==> src/rtl/eth_rx_framer.sv <==
// Purpose : GMII byte-stream receive framer; strips preamble/SFD, indexes frame bytes on cnt, flags start/end/errors.
// Latency : 1 cycle from rxd sampled to eth_data/cnt/data_valid; frame_end 1 cycle after rx_dv falls.
// Backpressure: none -- the PHY byte stream cannot be stalled, every body byte is presented once.
//
// Ports: clk, reset (async active-high); rx_dv/rx_er/rxd from PHY;
//        eth_data/cnt/data_valid frame byte stream; frame_start/frame_end pulses;
//        frame_err/fcs_err qualified by frame_end; frame_len held body length incl. FCS.
// Optional feature: define RX_FCS_CHECK_EN to build the CRC32 checker (fcs_err tied 0 otherwise).

module eth_rx_framer #(
    parameter logic [7:0] CNT_BASE     = 8'hFF,
    parameter int         MIN_PREAMBLE = 3,
    parameter int         MIN_LEN      = 60,
    parameter int         MAX_LEN      = 1518
) (
    input  logic        clk,
    input  logic        reset,
    input  logic        rx_dv,
    input  logic        rx_er,
    input  logic [7:0]  rxd,
    output logic [7:0]  eth_data,
    output logic [7:0]  cnt,
    output logic        data_valid,
    output logic        frame_start,
    output logic        frame_end,
    output logic        frame_err,
    output logic        fcs_err,
    output logic [10:0] frame_len
);

    typedef enum logic [1:0] {IDLE, PREAMBLE, BODY, DROP} state_t;

    localparam logic [2:0]  MIN_PRE = 3'(MIN_PREAMBLE);
    localparam logic [10:0] LEN_LO  = 11'(MIN_LEN + 4);
    localparam logic [10:0] LEN_HI  = 11'(MAX_LEN);
    localparam logic [10:0] LEN_SAT = 11'h7FF;
    localparam logic [7:0]  CNT_SAT = 8'hFE;

    state_t      state;
    logic [2:0]  pre_cnt;
    logic [10:0] len;
    logic        err_seen;

`ifdef RX_FCS_CHECK_EN
    // Non-reflected register fed LSB-first per byte; this ordering makes the
    // good-frame residue after data+FCS equal 32'hC704DD7B.
    localparam logic [31:0] CRC_RESIDUE = 32'hC704DD7B;
    logic [31:0] crc;

    function automatic logic [31:0] crc_byte(input logic [31:0] c, input logic [7:0] d);
        logic [31:0] r;
        r = c;
        for (int i = 0; i < 8; i++) begin
            if (r[31] ^ d[i])
                r = {r[30:0], 1'b0} ^ 32'h04C11DB7;
            else
                r = {r[30:0], 1'b0};
        end
        return r;
    endfunction
`endif

    always_ff @(posedge clk or posedge reset) begin
        if (reset) begin
            state       <= IDLE;
            pre_cnt     <= 3'd0;
            len         <= 11'd0;
            err_seen    <= 1'b0;
            eth_data    <= 8'h00;
            cnt         <= 8'hFF;
            data_valid  <= 1'b0;
            frame_start <= 1'b0;
            frame_end   <= 1'b0;
            frame_err   <= 1'b0;
            fcs_err     <= 1'b0;
            frame_len   <= 11'd0;
`ifdef RX_FCS_CHECK_EN
            crc         <= 32'hFFFFFFFF;
`endif
        end else begin
            // Pulses and per-byte qualifiers default low; cnt parks at FF off-frame.
            frame_start <= 1'b0;
            frame_end   <= 1'b0;
            frame_err   <= 1'b0;
            fcs_err     <= 1'b0;
            data_valid  <= 1'b0;
            cnt         <= 8'hFF;

            case (state)
                IDLE: begin
                    if (rx_dv) begin
                        if (rxd == 8'h55) begin
                            state   <= PREAMBLE;
                            pre_cnt <= 3'd1;
                        end else begin
                            state <= DROP;
                        end
                    end
                end

                PREAMBLE: begin
                    if (!rx_dv) begin
                        state <= IDLE;
                    end else if (rx_er) begin
                        state <= DROP;
                    end else if (rxd == 8'h55) begin
                        if (pre_cnt != 3'd7)
                            pre_cnt <= pre_cnt + 3'd1;
                    end else if (rxd == 8'hD5 && pre_cnt >= MIN_PRE) begin
                        state    <= BODY;
                        len      <= 11'd0;
                        err_seen <= 1'b0;
`ifdef RX_FCS_CHECK_EN
                        crc      <= 32'hFFFFFFFF;
`endif
                    end else begin
                        state <= DROP;
                    end
                end

                BODY: begin
                    if (rx_dv) begin
                        data_valid <= 1'b1;
                        eth_data   <= rxd;
                        // Body bytes are contiguous, so cnt still holds the previous
                        // byte's index here. Once FE is reached it sticks so long
                        // frames never re-enter the header decoders' ranges.
                        if (len == 11'd0) begin
                            cnt         <= CNT_BASE;
                            frame_start <= 1'b1;
                        end else if (cnt == CNT_SAT) begin
                            cnt <= CNT_SAT;
                        end else begin
                            cnt <= cnt + 8'd1;
                        end
                        if (len != LEN_SAT)
                            len <= len + 11'd1;
                        if (rx_er)
                            err_seen <= 1'b1;
`ifdef RX_FCS_CHECK_EN
                        crc <= crc_byte(crc, rxd);
`endif
                    end else begin
                        frame_end <= 1'b1;
                        frame_len <= len;
                        frame_err <= err_seen || (len < LEN_LO) || (len > LEN_HI);
`ifdef RX_FCS_CHECK_EN
                        fcs_err   <= (crc != CRC_RESIDUE);
`endif
                        state     <= IDLE;
                    end
                end

                DROP: begin
                    if (!rx_dv)
                        state <= IDLE;
                end

                default: state <= IDLE;
            endcase
        end
    end

endmodule

==> config.mk <==
export PLATFORM = sky130hd
export DESIGN_NAME = eth_rx_framer
export DESIGN_NICKNAME = d
export VERILOG_FILES = /design/src/rtl/eth_rx_framer.sv
export SDC_FILE = /design/constraint.sdc
export NUM_CORES = 1
export LEC_CHECK = 0
export BUFFER_PORTS_ARGS = -buffer_cell sky130_fd_sc_hd__buf_2
export CORE_ASPECT_RATIO = 0.9
export CORE_MARGIN = 8
export CORE_UTILIZATION = 45
export DETAILED_ROUTE_END_ITERATION = 12
export PLACE_DENSITY = 0.69
export SKIP_CTS_REPAIR_TIMING = 1
export SYNTH_ARGS = -nofsm -noshare
export SYNTH_HDL_FRONTEND = slang
export SYNTH_SLANG_ARGS = --single-unit
==> constraint.sdc <==
create_clock -name clk -period 6.25 [get_ports clk]
set_input_delay 1.25 -clock clk [delete_from_list [all_inputs] [get_ports clk]]
set_output_delay 1.25 -clock clk [all_outputs]
set_load 0.02 [all_outputs]
Yosys cells after proc, flatten, opt, wreduce, memory -nomap -nowiden
Cells that the tools add are included.
Widths: inputs -> output; s select.
{ "word_totals": {"ff_bits": 48, "out_inout_bits": 32} }
{ "classes": {"addsub": 3, "magnitude_cmp": 3, "n_eq_ne": 21, "mux": 42, "bitwise": 1, "reduce_logical": 14} }
{ "op_table": {"columns": ["operator", "n"], "rows": [
  ["$mux 11", 6],
  ["$mux 8", 4],
  ["$ne 2x2->1 const B", 12],
  ["$pmux 11 s2", 1],
  ["$reduce_and 7->1", 3],
  ["$mux 3", 6],
  ["$eq 8x8->1 const B", 2],
  ["$mux 1", 16],
  ["$mux 2", 6],
  ["$add 11x1->11 const B", 1],
  ["$gt 11x11->1 const B", 1],
  ["$logic_not 11->1", 1],
  ["$lt 11x7->1 const B", 1],
  ["$ne 11x11->1 const B", 1],
  ["$add 8x1->8 const B", 1],
  ["$eq 8x7->1 const B", 1],
  ["$pmux 2 s3", 1],
  ["$pmux 3 s2", 1],
  ["$eq 2x2->1 const B", 2],
  ["$ne 4x4->1 const B", 1],
  ["$reduce_and 2->1", 2],
  ["$reduce_bool 2->1", 2],
  ["$add 3x1->3 const B", 1],
  ["$ge 3x2->1 const B", 1],
  ["9 further kinds", 10]
]} }

Logic depth before layout (Yosys ltp)
Gate-level depths: netlist (run 1).
{ "logic_depth": {"depth_word": 7, "ltp_mapped": 7, "mapped_depth_nobuf": 6} }

Worst setup path before layout (run 1)
OpenSTA, ideal clock, no wires.
{ "synth_path": {"path_kind": "input-to-reg", "from": "in rxd[5]", "to": "reg len[7]", "setup_ns": 0.121, "arrival_ns": 2.931, "t_required_ns": 6.129, "slack_ns": 3.198, "cell_stages": 5, "path_buffers": 1, "path_cell_list": "or4b_4 -> or4_4 -> buf_6 -> a221o_1 -> a22o_1"} }
{ "synth_between": {"elab_chain_cells": 4} }
{ "synth_rtl": {"columns": ["element", "line_no", "text"], "rows": [
  ["start: declaration", "20", "input logic [7:0] rxd,"],
  ["$eq 8x8->1", "109", "end else if (rxd == 8'hD5 && pre_cnt >= MIN_PRE) begin"],
  ["$logic_and 1x1->1", "109", null],
  ["$ne 2x2->1 (no line)", null, null],
  ["$reduce_and 7->1 (no line) *", null, null],
  ["end signal: assignment", "137", "len <= len + 11'd1;"],
  ["end: declaration", "41", "logic [10:0] len;"]
]} }
Mark *: on every way between the ends. The rest lies on a longest branch, timed or not.
A chain may end at the register's enable or synchronous reset.

Worst setup path after layout (run 1)
Same ends and word-level chain as after synthesis.

==> metrics, run 1 <==
total CTS buffers 5; Main synth FF type dfrtp_1; PD cells 297 nW/um^2; CP endpoint kind flop; minimum clock period 2.86 ns; number of port buffers 42; CORE AREA 5130 um^2; crit path kind in -> reg; Peak VDD IR 0.196 mV; Mean Syn Cell Area 10.7 um^2; Max-Cap Viols 0; Detail Route Antenna Nets 0; # nets final 275; Die Footprint 7730 um^2; Final period util 0.458; slew margin rel. 0.237; Initial Util 0.454; DR vias 1767; ys async rst share 1.00; vias in the first global route 1702; largest family of logic cells by synthesized area simple AND/OR/NAND/NOR gates; RD Place Congestion 0.806; clk_skew 0.00562 ns; worst-margin pin slew 1.14 ns; post-synthesis compound-gate area fraction 0.122; crit-path max FO 10; share of layout cells above drive strength 1 0.296; CTS tree yes; largest net degree at the start of global routing 49; Die W 91.8 um; Startpoint Class primary input; syn_nets 237; outcome completed; Final Hold Viols 0; mapped cell area 2330 um^2; clock sink count 48; Hold WC Path Type reg -> reg; Setup Total Neg Slack 0 ns; GRT Total Usage 0.131; #FFs+latches synth 48; Post-Synth Simple-Gate Area 0.187; global-route wire length before repair 8310 um; GR Overflow Total 0; initial antenna violation count 0; Antenna Cells 0; synth unique cells 49; post-synthesis xor/xnor area fraction 0.0226; io pins 44; mux contribution to synthesized area 0.0704; Clock Latency Late Sink 0.30 ns; H-tree depth 2; Max Slew Vio Count 0; dpl hpwl 3420 um; Iter 0 DRT Violations 121; DRC viols 0; Leak 1.28 nW; FP Rows 25; RSZ-0062 raised after global routing no; post-synthesis sequential area ratio 0.520; post-DR wirelength/cell 15.0 um; vias per inst 5.45; Worst Path Arrival 3.06 ns; CTS max path bufs 2; DRT Wirelength 4870 um; Mapped Cells 218; DIE HEIGHT 84.2 um; DRT Pass-1 Iters 4; Area Overhead vs Synth 14.2%; Max Clock Freq 349 MHz; EDFF count, synth 0; Setup Viol. Count Final 0; Post-Synth Adder-Cell Area 0.0376; overall power 0.000791 W; Clock Tree Root clkbuf_8; final hold slack 0.474 ns; clock transition at the registers of the reported paths 0.09 ns; yosys warns 0; worst path required time 6.45 ns
[critical path, stage by stage]
cell	delay [ns]
buf_2	0.10
or4b_4	0.52
or4_4	0.62
a221o_1	0.35
a22o_1	0.23
[cell type report]
cell class / count / area [um^2]
multi-input combinational: 149 / 1030
timing repair buffer: 42 / 210
sequential: 48 / 1210
fill: 474 / 2470
inverter: 10 / 37.5
tap: 67 / 83.8
clock inverter: 2 / 12.5
clock buffer: 6 / 72.6
[synthesized netlist by cell type, types with 5 or more instances]
cell type   n  share of area
clkbuf_1    9          0.015
nand2_1    39          0.063
o21ai_0     6          0.013
nand3_1     8          0.017
dfstp_2     8          0.090
dfrtp_1    40           0.43
mux2_2     11          0.053
nor2_1      8          0.013
xor2_1      5          0.019
nand4_1     6          0.016
inv_1      10          0.016
ha_1        7          0.038
and4_1      6          0.023
[cells in the final DEF, fill, tap and decap left out, types with 2 or more instances in the layout]
cell      instances
dfstp_2           8
inv_1             9
dfrtp_1          40
a211oi_1          2
a221oi_1          2
mux2_2           11
nand4_1           6
a41oi_1           2
o21a_1            2
nand2_1          39
clkbuf_8          5
nor2_1            8
nand3_1           8
o31ai_1           2
o21ai_0           6
a21oi_1           4
buf_2            42
a221o_1           2
and4_1            6
a22o_1            4
mux2i_1           4
nor3_1            2
nand2b_1          2
ha_1              7
xor2_1            5
a21boi_0          3
[worst paths after layout]
| kind | cells past startpoint | to | slack, ns | start |
|---|---|---|---|---|
| worst min register to register | 2 | eth_data[6]$_DFFE_PP0P_ | 0.47 | eth_data[6]$_DFFE_PP0P_ |
| worst max-delay path | 5 | len[7]$_DFFE_PP0P_ | 3.39 | rxd[5] |
| worst min-delay path | 2 | eth_data[6]$_DFFE_PP0P_ | 0.47 | eth_data[6]$_DFFE_PP0P_ |
| min in group asynchronous | 2 | frame_end$_DFF_PP0_ | 1.16 | reset |
| worst max register to register | 5 | len[1]$_DFFE_PP0P_ | 3.80 | len[0]$_DFFE_PP0P_ |
| max in group asynchronous | 2 | state[1]$_DFFE_PP0P_ | 4.48 | reset |
[metrics by stage]
stage / setup slack [ns] / instance area, um^2 / util / std cells
after floorplan: 3.20 / 2330 / - / 218
after global placement: 3.09 / 2570 / 0.502 / 316
after detailed placement: 3.07 / 2570 / 0.502 / 316
after CTS: 3.40 / 2660 / 0.518 / 324
after global routing: 3.36 / 2660 / 0.518 / 324
final: 3.39 / 2660 / 0.518 / 324
[flip-flops by register name (all words and copies together), names as in the netlist]
signal	flops
state	2
frame_end	1
cnt	8
pre_cnt	3
data_valid	1
err_seen	1
len	11
eth_data	8
frame_start	1
frame_len	11
frame_err	1
[routing by layer]
layer	global-route usage	share of wire
met5	0	0
met4	0.0556	0.015
met1	0.168	0.46
met2	0.197	0.46
met3	0.0428	0.064
[logic make-up after synthesis]
| kind of cell | after synthesis |
|---|---|
| xor gates and xnor gates | 6 |
| other | 1 |
| DFF | 48 |
| buffers and inverters | 21 |
| muxes | 15 |
| adders and majority gates | 7 |
| and+or+nand+nor | 84 |
| AOI/OAI and AO/OA | 36 |
[power breakdown]
part | leakage, nW | internal (W) | switching [W]
clock | 0.0412 | 0.0000783 | 0.000102
sequential | 0.611 | 0.000360 | 0.0000450
combinational | 0.627 | 0.0000831 | 0.000122
Note: power is estimated with default switching activity, not from simulation.
==> run 2, diff against run 1 <==
==> constraint.sdc (replaced) <==
create_clock -name clk -period 2.74 [get_ports clk]
set_input_delay 0.548 -clock clk [delete_from_list [all_inputs] [get_ports clk]]
set_output_delay 0.548 -clock clk [all_outputs]
set_load 0.02 [all_outputs]
==> run 2 against run 1 <==
Net effect:
- combinational power grew 130%
- global-route usage grew 0.43 points
- final cell count grew 1.5%
- first-iteration DRC count grew 5.8%
- core utilization grew 0.73 points
- via count grew 0.85%
- cell area grew 1.4%
- largest power group unchanged
==> metrics, run 2 (synthesis gave the netlist of run 1 again) <==
outcome completed; io pins 44; Multi-input gate area 1030 um^2; DRT Wirelength 5000 um; Bufs and invs on worst path 0; Leak 1.30 nW; Final Hold Viols 0; Peak VDD IR 0.387 mV; Logic pwr share 0.260; vias per inst 5.42; FF+latch area 1210 um^2; DRC viols 0; Max-Cap Viols 0; crit path kind reg -> reg; Max Clock Freq 441 MHz; RSZ-0062 raised after global routing no; Area Overhead vs Synth 15.9%; number of port buffers 42; Clock power frac 0.228; FP Rows 25; RD Place Congestion 0.847; Setup Viol. Count Final 0; vias in the first global route 1776; CP endpoint kind flop; global-route wire length before repair 8690 um; slew margin rel. 0.560; Iter 0 DRT Violations 128; post-DR wirelength/cell 15.2 um; Crit path max-delay family simple AND/OR/NAND/NOR gates; Max Slew Vio Count 0; PD cells 671 nW/um^2; Setup Total Neg Slack 0 ns; CP max-delay cell or4_4; Detail Route Antenna Nets 0; crit-path max FO 10; Die W 91.8 um; Clock Latency Late Sink 0.30 ns; CTS tree yes; Antenna Cells 0; clk_skew 0.00524 ns; H-tree depth 2; total CTS buffers 5; GR Overflow Total 0; Clock Tree Root clkbuf_8; initial antenna violation count 0; Worst Path Arrival 2.46 ns; filler instances 484; Die Footprint 7730 um^2; most frequent cells in the layout 42 x buf_2, 40 x dfrtp_1, 39 x nand2_1; Cell Int Power 0.00119 W; Sequential Power Share 0.511; GRT Total Usage 0.135; Net Sw Frac 0.339; net switching power 0.000614 W; Worst path max stage delay 0.62 ns; pre-CTS setup slack 0.279 ns; dpl hpwl 3570 um; overall power 0.00181 W; Startpoint Class flop; worst-margin pin slew 0.655 ns; Final period util 0.828; largest net degree at the start of global routing 25; CTS max path bufs 2; fin worst setup slack 0.472 ns; minimum clock period 2.27 ns; Initial Util 0.454; CORE AREA 5130 um^2; CP Cell Sequence or4b_4 -> or4_4 -> a221o_1 -> a22o_1; # nets final 280; clock sink count 48; DIE HEIGHT 84.2 um; Hold WC Path Type in -> async; commonest non-fill, non-tap cell in the layout buf_2; DR vias 1782; share of layout cells above drive strength 1 0.309; clock transition at the registers of the reported paths 0.09 ns; DRT Pass-1 Iters 4; worst path required time 2.93 ns; largest registers frame_len x11, len x11
## run 2: changes by cell type in the layout (fill, tap and decap cells not counted)
cell   previous run  this run
buf_4             0         5
## run 2: final timing paths
check | startpoint | slack, ns | cells after the start | endpoint
max | state[1]$_DFFE_PP0P_ | 0.47 | 4 | len[7]$_DFFE_PP0P_
min | reset | 0.25 | 2 | frame_len[4]$_DFFE_PP0P_
max reg2reg | state[1]$_DFFE_PP0P_ | 0.47 | 4 | len[7]$_DFFE_PP0P_
min reg2reg | eth_data[3]$_DFFE_PP0P_ | 0.48 | 2 | eth_data[3]$_DFFE_PP0P_
max in group asynchronous | reset | 1.91 | 3 | state[1]$_DFFE_PP0P_
min in group clk | rxd[1] | 0.45 | 3 | eth_data[1]$_DFFE_PP0P_
## run 2: final cells by class
| cell class | instances | share of cell area |
|---|---|---|
| sequential | 48 | 0.449 |
| tap | 67 | 0.0311 |
| clock buffer | 6 | 0.0269 |
| clock inverter | 2 | 0.00464 |
| multi-input combinational | 149 | 0.382 |
| inverter | 10 | 0.0139 |
| timing repair buffer | 47 | 0.0919 |
## run 2: per-stage QoR
stage	instance area [um^2]	std cells	hold WS (ns)	utilization
4_1_cts	2700	329	0.273	0.526
6_report	2700	329	0.250	0.526
5_1_grt	2700	329	0.279	0.526
3_3_place_gp	2610	321	0.457	0.509
3_5_place_dp	2610	321	0.463	0.509
2_1_floorplan	2330	218	0.463	-
## run 2: metal layers
layer,track usage,vias up,part of all wire
li1,-,859,-
met1,0.177,871,0.46
met2,0.203,42,0.46
met3,0.0419,10,0.066
met4,0.0541,0,0.017
met5,0,-,0
## run 2: power groups by stage
stage	logic [W]	clock network (W)	registers (W)
4_1_cts	0.000480	0.000425	0.000926
2_1_floorplan	0.000264	0	0.000996
6_report	0.000470	0.000413	0.000925
3_3_place_gp	0.000469	0	0.000935
3_5_place_dp	0.000477	0	0.000939
5_1_grt	0.000524	0.000459	0.000946
